--- config.mk ---
export PLATFORM = sky130hd
export DESIGN_NAME = bram_stream_reader
export DESIGN_NICKNAME = d
export VERILOG_FILES = /design/src/rtl/bram_stream_reader.sv
export SDC_FILE = /design/constraint.sdc
export NUM_CORES = 1
export LEC_CHECK = 0
export CAP_MARGIN = 20
export CORE_UTILIZATION = 56
export DETAILED_ROUTE_END_ITERATION = 6
export PLACE_DENSITY = 0.84
export SETUP_SLACK_MARGIN = 0.5
export SLEW_MARGIN = 20
export SYNTH_ARGS = -nofsm -noshare
export SYNTH_HDL_FRONTEND = slang
export SYNTH_SLANG_ARGS = --single-unit
--- constraint.sdc ---
create_clock -name clk -period 4.95 [get_ports clk]
set_input_delay 1.2375 -clock clk [delete_from_list [all_inputs] [get_ports clk]]
set_output_delay 1.2375 -clock clk [all_outputs]
set_load 0.05 [all_outputs]
--- src/rtl/bram_stream_reader.sv ---
// Sequential block-RAM read engine: fetches a programmed run of bytes (with parity) from one
// read-only RAM port and presents them as a valid/ready stream through a two-entry skid buffer.
module bram_stream_reader #(
    parameter int unsigned ADDR_WIDTH = 11,
    parameter int unsigned DATA_WIDTH = 8
) (
    input  logic                  clk,
    input  logic                  rst_n,
    input  logic                  start,
    input  logic [ADDR_WIDTH-1:0] start_addr,
    input  logic [ADDR_WIDTH:0]   length,
    input  logic                  abort,
    output logic                  busy,
    output logic                  done,
    output logic                  ram_en,
    output logic [ADDR_WIDTH-1:0] ram_addr,
    input  logic [DATA_WIDTH-1:0] ram_dout,
    input  logic                  ram_doutp,
    output logic                  m_valid,
    input  logic                  m_ready,
    output logic [DATA_WIDTH-1:0] m_data,
    output logic                  m_parity,
    output logic                  m_last
);

    localparam int unsigned EntryWidth = DATA_WIDTH + 1;

    typedef enum logic {StIdle, StRun} state_e;

    state_e                  state_q, state_d;
    logic [ADDR_WIDTH-1:0]   addr_q, addr_d;
    logic [ADDR_WIDTH:0]     issue_q, issue_d;
    logic [ADDR_WIDTH:0]     out_q, out_d;
    logic                    rd_pend_q, rd_pend_d;
    logic [EntryWidth-1:0]   ent0_q, ent0_d;
    logic [EntryWidth-1:0]   ent1_q, ent1_d;
    logic [1:0]              cnt_q, cnt_d;
    logic                    done_q, done_d;

    logic                    pop;
    logic [2:0]              occ;
    logic [EntryWidth-1:0]   ent_in;

    assign m_valid  = (cnt_q != 2'd0);
    assign pop      = m_valid & m_ready;
    assign m_data   = ent0_q[DATA_WIDTH-1:0];
    assign m_parity = ent0_q[DATA_WIDTH];
    assign m_last   = m_valid & (out_q == {{ADDR_WIDTH{1'b0}}, 1'b1});
    assign busy     = (state_q == StRun);
    assign done     = done_q;
    assign ram_addr = addr_q;
    assign ent_in   = {ram_doutp, ram_dout};

    // Buffered words plus the word in flight, less the one leaving now, must stay below two.
    assign occ    = {1'b0, cnt_q} + {2'b00, rd_pend_q};
    assign ram_en = (state_q == StRun) && !abort && (issue_q != '0) &&
                    (occ < (3'd2 + {2'b00, pop}));

    always_comb begin
        state_d   = state_q;
        addr_d    = addr_q;
        issue_d   = issue_q;
        out_d     = out_q;
        ent0_d    = ent0_q;
        ent1_d    = ent1_q;
        cnt_d     = cnt_q;
        done_d    = 1'b0;
        rd_pend_d = ram_en;

        unique case (cnt_q)
            2'd0: begin
                if (rd_pend_q) begin
                    ent0_d = ent_in;
                    cnt_d  = 2'd1;
                end
            end
            2'd1: begin
                if (pop && rd_pend_q) begin
                    ent0_d = ent_in;
                end else if (pop) begin
                    cnt_d = 2'd0;
                end else if (rd_pend_q) begin
                    ent1_d = ent_in;
                    cnt_d  = 2'd2;
                end
            end
            2'd2: begin
                if (pop) begin
                    ent0_d = ent1_q;
                    if (rd_pend_q) begin
                        ent1_d = ent_in;
                    end else begin
                        cnt_d = 2'd1;
                    end
                end
            end
            default: cnt_d = 2'd0;
        endcase

        if (ram_en) begin
            addr_d  = addr_q + 1'b1;
            issue_d = issue_q - 1'b1;
        end
        if (pop) begin
            out_d = out_q - 1'b1;
        end

        unique case (state_q)
            StIdle: begin
                if (start && !abort) begin
                    if (length == '0) begin
                        done_d = 1'b1;
                    end else begin
                        state_d = StRun;
                        addr_d  = start_addr;
                        issue_d = length;
                        out_d   = length;
                    end
                end
            end
            StRun: begin
                if (abort) begin
                    // The word still in flight is dropped by clearing its pending flag.
                    state_d   = StIdle;
                    cnt_d     = 2'd0;
                    rd_pend_d = 1'b0;
                end else if (pop && m_last) begin
                    state_d = StIdle;
                    done_d  = 1'b1;
                end
            end
            default: state_d = StIdle;
        endcase
    end

    always_ff @(posedge clk or negedge rst_n) begin
        if (!rst_n) begin
            state_q   <= StIdle;
            addr_q    <= '0;
            issue_q   <= '0;
            out_q     <= '0;
            rd_pend_q <= 1'b0;
            ent0_q    <= '0;
            ent1_q    <= '0;
            cnt_q     <= 2'd0;
            done_q    <= 1'b0;
        end else begin
            state_q   <= state_d;
            addr_q    <= addr_d;
            issue_q   <= issue_d;
            out_q     <= out_d;
            rd_pend_q <= rd_pend_d;
            ent0_q    <= ent0_d;
            ent1_q    <= ent1_d;
            cnt_q     <= cnt_d;
            done_q    <= done_d;
        end
    end

    no_overflow_a : assert property (@(posedge clk) disable iff (!rst_n)
        !(rd_pend_q && (cnt_q == 2'd2) && !pop));

endmodule

==> metrics.yaml <==
worst_setup_path:
  path_max_fanout: 13
  r2r-start: "rd_pend_q"
  cp_slowest_cell: "clkdlybuf4s50_1"
  critPathLaunchType: "input pin"
  worst_path_largest_cell_delay_ns: 0.58
  path_buf_inv: 5
  critical_path.top_delay_family: "buffers and inverters"
  worstPathCellList: "clkdlybuf4s50_1 -> o21ai_1 -> o21ai_1 -> buf_4 -> nand3_1 -> buf_4 -> inv_2 -> buf_12"
  worstSetupPathType: "input pin to output port"
  rrSetupSlack_ns: 2.38
  crit_start: "m_ready"
  endpoint_kind: "output port"
  worstPathRequired_ns: 3.71
  crit_arrival_ns: 3.04
final_layout:
  num-fill-cells: 364
  drive_gt1_frac: 0.112
  final_nets: 425
  n_antenna_cell: 0
  area_delta_synth_final_pct: 28.6
  final_area_sq_mm: 0.00404
clock_tree:
  clk_pin_slew_ns: 0.06
  h-tree-depth: 3
  cts_hold_buffers: 0
  cts_buffer_depth: 2
  cts_root_buf: "clkbuf_8"
  clock_latency_ns: 0.33
  post_cts.repair.setup_buffers: 0
  cts_num_sinks: 58
  cts_tree: "done"
  numCtsBuffers: 9
  ctsResizeCount: 0
synth:
  syn_nets: 359
  synth_cell_types: 51
  synthFlopType: "dfrtp_1"
  syn_inst: 313
  synth_seq_cells: 58
  synth-edff-count: 0
  syn_area_sq_mm: 0.00314
  async_flop_share: 1.00
  yosysWarnings: 0
  synth_area_per_cell_sq_um: 10.0
  seq_area_frac_synth: 0.463
place:
  gp_congestion: 0.832
  hpwlAfterDp_microns: 5370
  dpl-instance-area_sq_mm: 0.00383
  io_buffers: 61
floorplan:
  dieArea_sq_mm: 0.00591
  io_pins: 62
  rows: 26
  die_w_microns: 76.9
  dieHeight_microns: 76.9
  core_sq_mm: 0.00524
  start_util: 0.599
grt:
  overflow: 0
  grt_start_max_net_pins: 38
  grt_pass1_wl_microns: 12500
  grt.total_usage: 0.275
  grt_pass1_vias: 2750
  antenna_found_initial: 0
power:
  peakVddDrop_v: 0.000377
  p_leak_nw: 1.68
  power_density_mw_per_mm2: 497
sta:
  min_period_over_period: 0.865
  setup_viol: 0
  rsz0062_at_grt: "false"
  min_period_ns: 4.28
  tns_ns: 0
  fmax_mhz: 234
  skew_ns: 0.00547
  slew_viol_final: 0
  relSlewSlack: 0.484
  hold_viol: 0
  worstMarginPinSlew_ns: 0.774
  holdWs_ns: 0.506
routing:
  first_pass_iters: 4
  drc: 0
  routed_wl_microns: 7540
  num_vias: 2708
  wl_per_cell_microns: 16.6
  ant_nets: 0
  drt-vias-per-instance: 5.96
  drt-initial-drc-count: 155
run:
  drv_cap: 0
worst_hold_path:
  holdCritStartpoint: "ent1_q[6]"
  min_path_type: "flop to flop"
run_status:
  outcome: "complete, no violations"
==> layer usage <==
| layer | track usage | share of wire | vias up |
|---|---|---|---|
| li1 | - | - | 1279 |
| met1 | 0.342 | 0.42 | 1316 |
| met2 | 0.451 | 0.50 | 99 |
| met3 | 0.0714 | 0.069 | 14 |
| met4 | 0.117 | 0.020 | 0 |
| met5 | 0 | 0 | - |
==> cell usage after synthesis (2+ instances only) <==
cell type / n / area [sq um]
inv_1: 10 / 37.5
clkbuf_1: 4 / 15.0
xnor2_1: 8 / 70.1
dfrtp_1: 58 / 1450
o21ai_1: 3 / 15.0
nor2_1: 33 / 124
nand4_1: 6 / 37.5
xor2_1: 13 / 114
nand2_1: 28 / 105
o31ai_1: 3 / 22.5
ha_1: 9 / 113
o211ai_1: 5 / 37.5
nand3_1: 11 / 55.1
mux2i_1: 9 / 90.1
a311oi_1: 2 / 17.5
or4_4: 3 / 33.8
or3_1: 5 / 31.3
mux2_2: 12 / 135
o21ai_0: 10 / 50.1
buf_2: 5 / 25.0
a211oi_1: 3 / 22.5
and4_1: 2 / 17.5
a21oi_1: 25 / 125
nor4_1: 5 / 31.3
or4_1: 7 / 52.6
a31oi_1: 6 / 37.5
nand4b_1: 2 / 17.5
and2_1: 3 / 18.8
==> final cells by class <==
| cell class | instances | area, sq um | share of cell area |
|---|---|---|---|
| inverters | 11 | 41.3 | 0.0102 |
| multi-input cells | 234 | 1610 | 0.400 |
| flip-flops and latches | 58 | 1450 | 0.360 |
| well taps | 70 | 87.6 | 0.0217 |
| clock buffers | 14 | 163 | 0.0403 |
| clock inverters | 2 | 35.0 | 0.00868 |
| repair buffers | 65 | 646 | 0.160 |
==> worst reg2reg max path: stages, from the launching register on <==
cell     delay, ns
dfrtp_1       0.45
ha_1          0.23
ha_1          0.21
nor3b_4       0.33
nor4b_4       0.32
nand4_2       0.24
or4_1         0.47
a31oi_1       0.22
==> logic make-up after synthesis <==
| group | share of synthesized area |
|---|---|
| AO/OA/AOI/OAI | 0.133 |
| XOR/XNOR | 0.0586 |
| flip-flops | 0.463 |
| multiplexers | 0.0718 |
| AND/OR/NAND/NOR | 0.211 |
| buffers and inverters | 0.0271 |
| adder cells (fa/ha/maj) | 0.0359 |
==> path summary, 6_finish.rpt <==
| kind | cells after the start | end |
|---|---|---|
| min | 1 | ent1_q[6] |
| min in group asynchronous | 1 | out_q[9] |
| max in group asynchronous | 2 | ram_addr[8] |
| min reg2reg | 1 | ent1_q[6] |
| max | 8 | ram_en |
| max reg2reg | 7 | issue_q[7] |
==> through the flow <==
step	instances	power (mW)	util	worst slack, ns
after floorplan	313	1.29	-	1.66
after global placement	438	1.53	0.731	0.815
after detailed placement	438	1.56	0.731	0.704
after CTS	454	2.01	0.769	0.690
after global routing	454	2.11	0.771	0.531
final	454	2.01	0.771	0.668
==> power by group <==
| part | leakage, nW | switching (mW) | total (mW) | internal [mW] |
|---|---|---|---|---|
| Sequential | 0.685 | 0.152 | 0.782 | 0.630 |
| Clock | 0.101 | 0.177 | 0.437 | 0.260 |
| Combinational | 0.890 | 0.473 | 0.786 | 0.313 |
| Total | 1.68 | 0.803 | 2.01 | 1.20 |
==> flip-flops by register name, indices dropped and copies added (netlist names) <==
register / flops
busy: 1
done: 1
ent1_q: 9
rd_pend_q: 1
cnt_q: 2
issue_q: 12
ent0_q: 9
ram_addr: 11
out_q: 12
==> cells in the final DEF (no fill, tap or decap), types with 8 or more instances in the layout <==
master,n
ha_1,9
nand2_1,28
nand3_1,11
dfrtp_1,58
nor2_1,33
xnor2_1,8
mux2_2,12
a21oi_1,25
o21ai_0,10
mux2i_1,9
clkbuf_8,11
inv_1,10
clkdlybuf4s50_1,59
xor2_1,13
Power figures use the tool's default switching activity.
